==> config.mk <==
export PLATFORM = sky130hd
export DESIGN_NAME = muldiv_unit_flat
export DESIGN_NICKNAME = d
export VERILOG_FILES = /design/src/rtl/muldiv_unit_if.sv /design/src/rtl/muldiv_unit.sv /design/src/flat_wrapper.sv
export SDC_FILE = /design/constraint.sdc
export NUM_CORES = 1
export LEC_CHECK = 0
export CAP_MARGIN = 5
export CORE_ASPECT_RATIO = 0.6
export CORE_MARGIN = 4
export CORE_UTILIZATION = 45
export CTS_BUF_LIST = sky130_fd_sc_hd__clkbuf_8
export DETAILED_ROUTE_END_ITERATION = 10
export PLACE_DENSITY = 0.75
export SYNTH_ARGS = -nofsm -noshare
export SYNTH_HDL_FRONTEND = slang
export SYNTH_SLANG_ARGS = --single-unit
==> constraint.sdc <==
create_clock -name clk -period 5.7 [get_ports clk]
set_clock_uncertainty 0.15 [all_clocks]
set_input_delay 1.14 -clock clk [delete_from_list [all_inputs] [get_ports clk]]
set_output_delay 1.14 -clock clk [all_outputs]
set_load 0.05 [all_outputs]
==> src/rtl/muldiv_unit_if.sv <==
// Execute-stage request/response bundle between the core and the RV32M multiply/divide unit.
// Handshake: start is taken only while busy is low; busy then stays high until the
// one-cycle done/write_en pulse, which carries result and rd_out for the register file.
interface muldiv_unit_if;
    logic        start;
    logic [2:0]  funct3;
    logic [31:0] operand_a;
    logic [31:0] operand_b;
    logic [4:0]  rd_in;
    logic        busy;
    logic        done;
    logic        write_en;
    logic [4:0]  rd_out;
    logic [31:0] result;
    logic [1:0]  state_dbg;

    modport master (
        output start, funct3, operand_a, operand_b, rd_in,
        input  busy, done, write_en, rd_out, result, state_dbg
    );

    modport slave (
        input  start, funct3, operand_a, operand_b, rd_in,
        output busy, done, write_en, rd_out, result, state_dbg
    );
endinterface

==> src/rtl/muldiv_unit.sv <==
// Iterative RV32M multiply/divide unit: one bit per cycle, fixed 33-cycle latency for every op.
// Define MULDIV_DIV_EN to build the divider; without it divide ops complete with result 0.
module muldiv_unit (
    input  logic         clk,
    input  logic         reset,
    muldiv_unit_if.slave bus
);
    typedef enum logic [1:0] {
        S_IDLE = 2'd0,
        S_CALC = 2'd1,
        S_DONE = 2'd2
    } state_t;

    state_t      state_q, state_d;
    logic [5:0]  cnt_q, cnt_d;
    logic [2:0]  op_q, op_d;
    logic [4:0]  rd_q, rd_d;
    logic [31:0] hi_q, hi_d;
    logic [31:0] lo_q, lo_d;
    logic [31:0] opd_q, opd_d;
    logic        neg_q, neg_d;
    logic        rem_neg_q, rem_neg_d;
    logic [31:0] result_q, result_d;
    logic        done_q, done_d;
`ifdef MULDIV_DIV_EN
    logic [31:0] a_raw_q, a_raw_d;
    logic        b_zero_q, b_zero_d;
    logic        ovf_q, ovf_d;
`endif

    logic        sgn_a, sgn_b, neg_a, neg_b;
    logic [31:0] mag_a, mag_b;

    always_comb begin
        sgn_a = (bus.funct3 != 3'b011) && (bus.funct3 != 3'b101) && (bus.funct3 != 3'b111);
        sgn_b = sgn_a && (bus.funct3 != 3'b010);
        neg_a = sgn_a & bus.operand_a[31];
        neg_b = sgn_b & bus.operand_b[31];
        mag_a = neg_a ? (~bus.operand_a + 32'd1) : bus.operand_a;
        mag_b = neg_b ? (~bus.operand_b + 32'd1) : bus.operand_b;
    end

    // Multiply: {hi,lo} starts as {0, multiplier}; add multiplicand into hi, shift right.
    logic [32:0] mul_sum;
    logic [31:0] mul_hi, mul_lo;

    always_comb begin
        mul_sum = {1'b0, hi_q} + (lo_q[0] ? {1'b0, opd_q} : 33'd0);
        mul_hi  = mul_sum[32:1];
        mul_lo  = {mul_sum[0], lo_q[31:1]};
    end

`ifdef MULDIV_DIV_EN
    // Restoring divide: hi is the partial remainder, lo shifts dividend out and quotient in.
    logic [32:0] div_shift;
    logic [33:0] div_diff;
    logic [31:0] div_hi, div_lo;

    always_comb begin
        div_shift = {hi_q, lo_q[31]};
        div_diff  = {1'b0, div_shift} - {2'b00, opd_q};
        if (!div_diff[33]) begin
            div_hi = div_diff[31:0];
            div_lo = {lo_q[30:0], 1'b1};
        end else begin
            div_hi = div_shift[31:0];
            div_lo = {lo_q[30:0], 1'b0};
        end
    end
`endif

    logic [31:0] step_hi, step_lo, final_res;
    logic [63:0] prod, prod_s;
`ifdef MULDIV_DIV_EN
    logic [31:0] quot, rem;
`endif

    // final_res is formed from the last iteration's next values so it lands in DONE.
    always_comb begin
        step_hi   = mul_hi;
        step_lo   = mul_lo;
        prod      = {mul_hi, mul_lo};
        prod_s    = neg_q ? (~prod + 64'd1) : prod;
        final_res = (op_q[1:0] == 2'b00) ? prod_s[31:0] : prod_s[63:32];
`ifdef MULDIV_DIV_EN
        quot = neg_q ? (~div_lo + 32'd1) : div_lo;
        rem  = rem_neg_q ? (~div_hi + 32'd1) : div_hi;
        if (op_q[2]) begin
            step_hi = div_hi;
            step_lo = div_lo;
            if (op_q[1]) begin
                final_res = b_zero_q ? a_raw_q : (ovf_q ? 32'd0 : rem);
            end else begin
                final_res = b_zero_q ? 32'hFFFF_FFFF : (ovf_q ? 32'h8000_0000 : quot);
            end
        end
`else
        if (op_q[2]) begin
            final_res = 32'd0;
        end
`endif
    end

    always_comb begin
        state_d   = state_q;
        cnt_d     = cnt_q;
        op_d      = op_q;
        rd_d      = rd_q;
        hi_d      = hi_q;
        lo_d      = lo_q;
        opd_d     = opd_q;
        neg_d     = neg_q;
        rem_neg_d = rem_neg_q;
        result_d  = result_q;
        done_d    = 1'b0;
`ifdef MULDIV_DIV_EN
        a_raw_d   = a_raw_q;
        b_zero_d  = b_zero_q;
        ovf_d     = ovf_q;
`endif
        case (state_q)
            S_IDLE: begin
                if (bus.start) begin
                    state_d   = S_CALC;
                    cnt_d     = 6'd0;
                    op_d      = bus.funct3;
                    rd_d      = bus.rd_in;
                    hi_d      = 32'd0;
                    lo_d      = bus.funct3[2] ? mag_a : mag_b;
                    opd_d     = bus.funct3[2] ? mag_b : mag_a;
                    neg_d     = neg_a ^ neg_b;
                    rem_neg_d = neg_a;
`ifdef MULDIV_DIV_EN
                    a_raw_d   = bus.operand_a;
                    b_zero_d  = (bus.operand_b == 32'd0);
                    ovf_d     = !bus.funct3[0] && (bus.operand_a == 32'h8000_0000) &&
                                (bus.operand_b == 32'hFFFF_FFFF);
`endif
                end
            end
            S_CALC: begin
                hi_d  = step_hi;
                lo_d  = step_lo;
                cnt_d = cnt_q + 6'd1;
                if (cnt_q == 6'd31) begin
                    state_d  = S_DONE;
                    done_d   = 1'b1;
                    result_d = final_res;
                end
            end
            S_DONE: state_d = S_IDLE;
            default: state_d = S_IDLE;
        endcase
    end

    always_ff @(posedge clk) begin
        if (reset) begin
            state_q   <= S_IDLE;
            cnt_q     <= 6'd0;
            op_q      <= 3'd0;
            rd_q      <= 5'd0;
            hi_q      <= 32'd0;
            lo_q      <= 32'd0;
            opd_q     <= 32'd0;
            neg_q     <= 1'b0;
            rem_neg_q <= 1'b0;
            result_q  <= 32'd0;
            done_q    <= 1'b0;
`ifdef MULDIV_DIV_EN
            a_raw_q   <= 32'd0;
            b_zero_q  <= 1'b0;
            ovf_q     <= 1'b0;
`endif
        end else begin
            state_q   <= state_d;
            cnt_q     <= cnt_d;
            op_q      <= op_d;
            rd_q      <= rd_d;
            hi_q      <= hi_d;
            lo_q      <= lo_d;
            opd_q     <= opd_d;
            neg_q     <= neg_d;
            rem_neg_q <= rem_neg_d;
            result_q  <= result_d;
            done_q    <= done_d;
`ifdef MULDIV_DIV_EN
            a_raw_q   <= a_raw_d;
            b_zero_q  <= b_zero_d;
            ovf_q     <= ovf_d;
`endif
        end
    end

    assign bus.busy      = (state_q != S_IDLE);
    assign bus.done      = done_q;
    assign bus.write_en  = done_q;
    assign bus.rd_out    = rd_q;
    assign bus.result    = result_q;
    assign bus.state_dbg = state_q;
endmodule
==> src/flat_wrapper.sv <==
// flat-port wrapper written by rule: the top's interface ports become plain ports
module muldiv_unit_flat 
  (clk, reset, bus_start, bus_funct3, bus_operand_a, bus_operand_b, bus_rd_in, bus_busy, bus_done, bus_write_en, bus_rd_out, bus_result, bus_state_dbg);
  muldiv_unit_if bus_i ();
  input  logic clk;
  input  logic reset;
  input wire logic [$bits(bus_i.start)-1:0] bus_start;
  input wire logic [$bits(bus_i.funct3)-1:0] bus_funct3;
  input wire logic [$bits(bus_i.operand_a)-1:0] bus_operand_a;
  input wire logic [$bits(bus_i.operand_b)-1:0] bus_operand_b;
  input wire logic [$bits(bus_i.rd_in)-1:0] bus_rd_in;
  output wire logic [$bits(bus_i.busy)-1:0] bus_busy;
  output wire logic [$bits(bus_i.done)-1:0] bus_done;
  output wire logic [$bits(bus_i.write_en)-1:0] bus_write_en;
  output wire logic [$bits(bus_i.rd_out)-1:0] bus_rd_out;
  output wire logic [$bits(bus_i.result)-1:0] bus_result;
  output wire logic [$bits(bus_i.state_dbg)-1:0] bus_state_dbg;
  assign bus_i.start = bus_start;
  assign bus_i.funct3 = bus_funct3;
  assign bus_i.operand_a = bus_operand_a;
  assign bus_i.operand_b = bus_operand_b;
  assign bus_i.rd_in = bus_rd_in;
  assign bus_busy = bus_i.busy;
  assign bus_done = bus_i.done;
  assign bus_write_en = bus_i.write_en;
  assign bus_rd_out = bus_i.rd_out;
  assign bus_result = bus_i.result;
  assign bus_state_dbg = bus_i.state_dbg;
  muldiv_unit u_core (.clk(clk), .reset(reset), .bus(bus_i));
endmodule
---- After elaboration in Yosys (flattened, before gate mapping) ----
Cells that the tools add are included.
storage, ports and cells
  flip-flop bits (word level) ............. 146
  bits of input ports ..................... 75
  word-level logic and storage cells ...... 60
cells by class
  add/subtract/negate cells ............... 5
  equality and inequality tests ........... 8
  multiplexer cells ....................... 18
  bitwise operators ....................... 7
  reductions and logical operators ........ 12
operator list
  operator                                                                  number
  32-bit 2-to-1 mux                                                         9
  32-bit case mux with 2 select lines                                       2
  32-bit by 1-bit adder with 32-bit output (second input constant)          2
  64-bit by 1-bit adder with 64-bit output (second input constant)          1
  64-bit 2-to-1 mux                                                         1
  32-bit NOT                                                                2
  64-bit NOT                                                                1
  32-bit by 33-bit adder with 33-bit output                                 1
  6-bit case mux with 2 select lines                                        1
  2-bit AND reduction                                                       4
  6-bit by 1-bit adder with 6-bit output (second input constant)            1
  6-bit by 5-bit == test with 1-bit output (second input constant)          1
  6-bit 2-to-1 mux                                                          1
  3-bit by 2-bit inequality test with 1-bit output (second input constant)  2
  3-bit inequality test (second input constant)                             2
  2-bit zero test                                                           2
  2-bit 2-to-1 mux                                                          2
  2-bit case mux with 2 select lines                                        1
  2-bit nonzero test                                                        2
  1-bit logical AND                                                         3
  1-bit bitwise AND                                                         2
  2-bit by 1-bit == test with 1-bit output (second input constant)          1
  2-bit by 1-bit inequality test with 1-bit output (second input constant)  1
  2-bit inequality test (second input constant)                             1
  other kinds (4)                                                           4

---- Longest topological paths before layout ----
  depth after elaboration ................. 9
  mapped depth ............................ 15
  gate-level depth less buffers ........... 13

---- Worst setup path after synthesis ----
No wires, ideal clock.
  path kind ............................... register -> register
  from .................................... register u_core.lo_q[0]
  to ...................................... register u_core.result_q[31], in the netlist u_core.bus.result[31]
  library setup time ...................... 0.123 ns
  arrival ................................. 4.239 ns
  data required time ...................... 5.427 ns
  slack ................................... 1.188 ns
  stages on the path, launching flop included .. 15
  buffers on the path ..................... 2
  period minus slack after synthesis ...... 4.512 ns
  cell sequence ........................... dfxtp_1 clkbuf_1 and2_1 ha_1 a211oi_1 o21bai_1 a2111o_1 or4_4 or4_4 or4_1 buf_2 or3_4 o41a_1 xnor2_1 o21ai_1
on the way
  cells in the longest elaborated chain, start to end .. 7
RTL lines
  what                                           RTL line            text
  from (decl)                                    muldiv_unit.sv:19   logic [31:0] lo_q, lo_d;
  from (signal assigned)                         muldiv_unit.sv:180  lo_q <= lo_d;
  32-bit 2-to-1 mux (*)                          muldiv_unit.sv:48   mul_sum = {1'b0, hi_q} + (lo_q[0] ? {1'b0, opd_q} : 33'd0);
  32-bit by 33-bit adder with 33-bit output (*)  muldiv_unit.sv:48
  64-bit NOT                                     muldiv_unit.sv:83   prod_s = neg_q ? (~prod + 64'd1) : prod;
  64-bit by 1-bit adder with 64-bit output       muldiv_unit.sv:83
  64-bit 2-to-1 mux (*)                          muldiv_unit.sv:83
  32-bit 2-to-1 mux (*)                          muldiv_unit.sv:84   final_res = (op_q[1:0] == 2'b00) ? prod_s[31:0] : prod_s[63:32];
  32-bit 2-to-1 mux (*)                          muldiv_unit.sv:98   if (op_q[2]) begin
  to (signal assigned)                           muldiv_unit.sv:184  result_q <= result_d;
  to (decl)                                      muldiv_unit.sv:23   logic [31:0] result_q, result_d;
Every way passes the cells marked *; elsewhere a longest branch is shown, timed or not.
A chain may end at the register's enable or synchronous reset.

---- Worst setup path after layout ----
  from .................................... register u_core.lo_q[0]
  to ...................................... register u_core.result_q[20], in the netlist u_core.bus.result[20]
The elaborated chain is that of the path after synthesis.

==> qor.csv <==
metric,value,unit
status,"complete, no violations",
cts_tree,built,
p_per_area,211.3,mW/mm^2
die_area,0.02687,sq mm
fin_nets,1666,
timing.fmax,0.1966,GHz
path_class,register to register,
clkSlewWorstSetupHoldPaths,90,ps
syn-num-nets,1608,
antenna_cells,0,
path_common_cell,or4_1,
slew_headroom,28.06,%
drc_errors,0,
netlist_area,0.01090,sq mm
ys_seq_area_share,26.80,%
final_max_slew_viol_count,0,
timing.critical_path.to_type,register,
cp_num_buf_inv,1,
via_per_inst,6.290,
cts_sinks,146,
crit_chain,buf_4 -> and2_1 -> ha_1 -> a21o_1 -> a221oi_1 -> xnor2_1 -> or2_2 -> or4_1 -> or3_1 -> or4_1 -> nand3_1 -> or3b_1 -> a21oi_1,
grt_start_max_net_pins,88,
p_leak,4.689,nW
port_buffers,116,
min_period,5086,ps
detail-route-antenna-nets,0,
cts_hold_buf,0,
worst_slew_pin_slew,1077,ps
path_max_fanout,20,
grt_pass1_wl,63360,microns
syn_avg_cell_area,7.289,sq um
cap_violations,0,
post-dp-hpwl,30900,microns
fill_cells,2273,
grt-ovfl-total,0,
start_kind,register,
final_cells,1882,
seq_area,0.002924,sq mm
yosys_most_used_dff,dfxtp_1,
tns,0,ps
worstPathRequired,5950,ps
peakVddDrop,0.0001372,V
synth_enable_flop_cells,0,
die_h,128.6,microns
rsz0062_at_grt,no,
cts.repair.resized,0,
crit_path_top_delay_cell,or4_1,
place_inst,1850,
drive_above_1_share,5.041,%
grt_pass1_vias,10760,
vias,11840,
ioPinCount,117,
max_stage_delay,610,ps
start_util,46.48,%
wl_per_cell,21.63,microns
antenna_found_initial,1,
synth-async-reset-ratio,0,%
routed_wl,40720,microns
cp_top_family,simple AND/OR/NAND/NOR gates,
fin_crit_sh,89.23,%
core,0.02346,sq mm
insertion_delay,480,ps
rows,43,
yosys_register_bits,146,
cts_buffer_depth,2,
finalSetupViolations,0,
grt_usage,29.72,%
clock-root-buffer,clkbuf_8,
cts_setup_buffers,0,
htreeDepth,4,
drt_iter0_drc,1457,
synth.distinct_cells,69,
gp_congestion,1.028,
syn2layout_area_growth,16.19,%
multi_input_area,0.007546,sq mm
hold_viol_final,0,
yosysWarnings,0,
arrival,5330,ps
hp-class,register to register,
dieWidth,209.0,microns
netlist_instances,1496,
detailedRoute.firstPassIterationCount,7,
cts_buffers,17,
final cells by class:
cell class,instances,area share [%]
Timing Repair Buffer,141,10.59
Tap cell,315,3.111
Clock inverter,13,1.067
Sequential cell,146,23.08
Multi-Input combinational cell,1230,59.56
Clock buffer,19,2.064
Inverter,18,0.5333
routing by layer:
metal	wire length (microns)	global-route usage (%)
met5	13	0
met2	15540	39.11
met1	19480	45.91
met3	5128	10.43
met4	548	6.097
cells by family after synthesis:
logic type	after synthesis	share of synthesized area [%]
buffers and inverters	120	4.188
AO/OA/AOI/OAI	488	27.89
multiplexers	22	2.031
adder cells (fa/ha/maj)	37	4.314
AND/OR/NAND/NOR	548	23.92
flip-flops	146	26.80
XOR/XNOR	135	10.84
cells in the final DEF (no fill, tap or decap), types with 23 or more instances in the layout:
cell	instances
nor2_1	120
and2_1	41
a21oi_1	179
xnor2_1	83
dfxtp_1	145
xor2_1	52
ha_1	36
nand3_1	46
buf_4	26
clkdlybuf4s50_1	114
o21ai_0	96
o211ai_1	46
nand2_1	201
nor3_1	23
worst register-to-register path, delay by kind of cell (launching register included):
| kind | cells | cell delay [ps] |
|---|---|---|
| buffers and inverters | 1 | 270 |
| adders and majority gates | 1 | 270 |
| xor gates and xnor gates | 1 | 330 |
| and+or+nand+nor | 7 | 2500 |
| DFF | 1 | 530 |
| AOI/OAI and AO/OA | 3 | 950 |
report_power, final:
group	switching, W	internal [W]	total, W
combinational	0.000441	0.000254	0.000695
clock	0.000449	0.000411	0.000860
sequential	0.0000570	0.00107	0.00112
worst paths after layout:
path	start	to	slack (ps)	cells past startpoint
hold reg to reg	u_core.bus.rd_out[4]	u_core.bus.rd_out[4]	300	2
setup reg to reg	u_core.lo_q[0]	u_core.bus.result[20]	610	13
setup / recovery	u_core.lo_q[0]	u_core.bus.result[20]	610	13
hold / removal	u_core.bus.rd_out[4]	u_core.bus.rd_out[4]	300	2
flip-flops by register name (all words and copies together), names as in the netlist:
register	flops
u_core.bus.rd_out	5
u_core.hi_q	32
u_core.opd_q	32
u_core.bus.result	32
u_core.op_q	3
u_core.bus.state_dbg	2
u_core.bus.done	1
u_core.lo_q	32
u_core.cnt_q	6
u_core.neg_q	1
through the flow:
stage	cell area [sq um]	total power (W)	util, %	setup WS, ps	hold slack [ps]
after floorplan	10900	0.001569	-	1188	277.3
after global placement	12270	0.001805	52.32	860.8	291.0
after detailed placement	12270	0.001814	52.32	753.4	294.7
after CTS	12670	0.002662	54.01	710.2	305.3
after global routing	12670	0.002782	54.01	366.0	317.4
final	12670	0.002677	54.01	614.1	305.0
synth_stat cells, drive strengths merged (3+ instances only):
library cell / number / area share (%)
a211oi: 16 / 1.1
a31oi: 10 / 0.57
o31ai: 21 / 1.4
clkbuf: 91 / 3.1
nand2b: 10 / 0.57
dfxtp: 146 / 27
xor2: 52 / 4.2
a221oi: 5 / 0.40
and3: 9 / 0.52
nand3: 46 / 2.1
o21ai: 101 / 4.6
nor3b: 3 / 0.21
a32oi: 9 / 0.72
nor4: 13 / 0.75
or2: 9 / 0.52
ha: 36 / 4.1
nor3: 23 / 1.1
nand2: 202 / 7.0
xnor2: 83 / 6.7
or3: 20 / 1.2
o311ai: 5 / 0.40
nor2: 122 / 4.2
or3b: 3 / 0.24
a22o: 14 / 1.1
o21a: 11 / 0.76
o21bai: 3 / 0.21
nand4: 9 / 0.52
a22oi: 18 / 1.2
and2: 42 / 2.4
inv: 18 / 0.62
a21o: 16 / 1.1
o211ai: 46 / 3.2
o41ai: 13 / 1.0
a21oi: 179 / 8.2
nand3b: 3 / 0.21
mux2i: 21 / 1.9
nor2b: 7 / 0.40
or4: 20 / 1.5
buf: 11 / 0.44
Note: power is estimated with default switching activity, not from simulation.
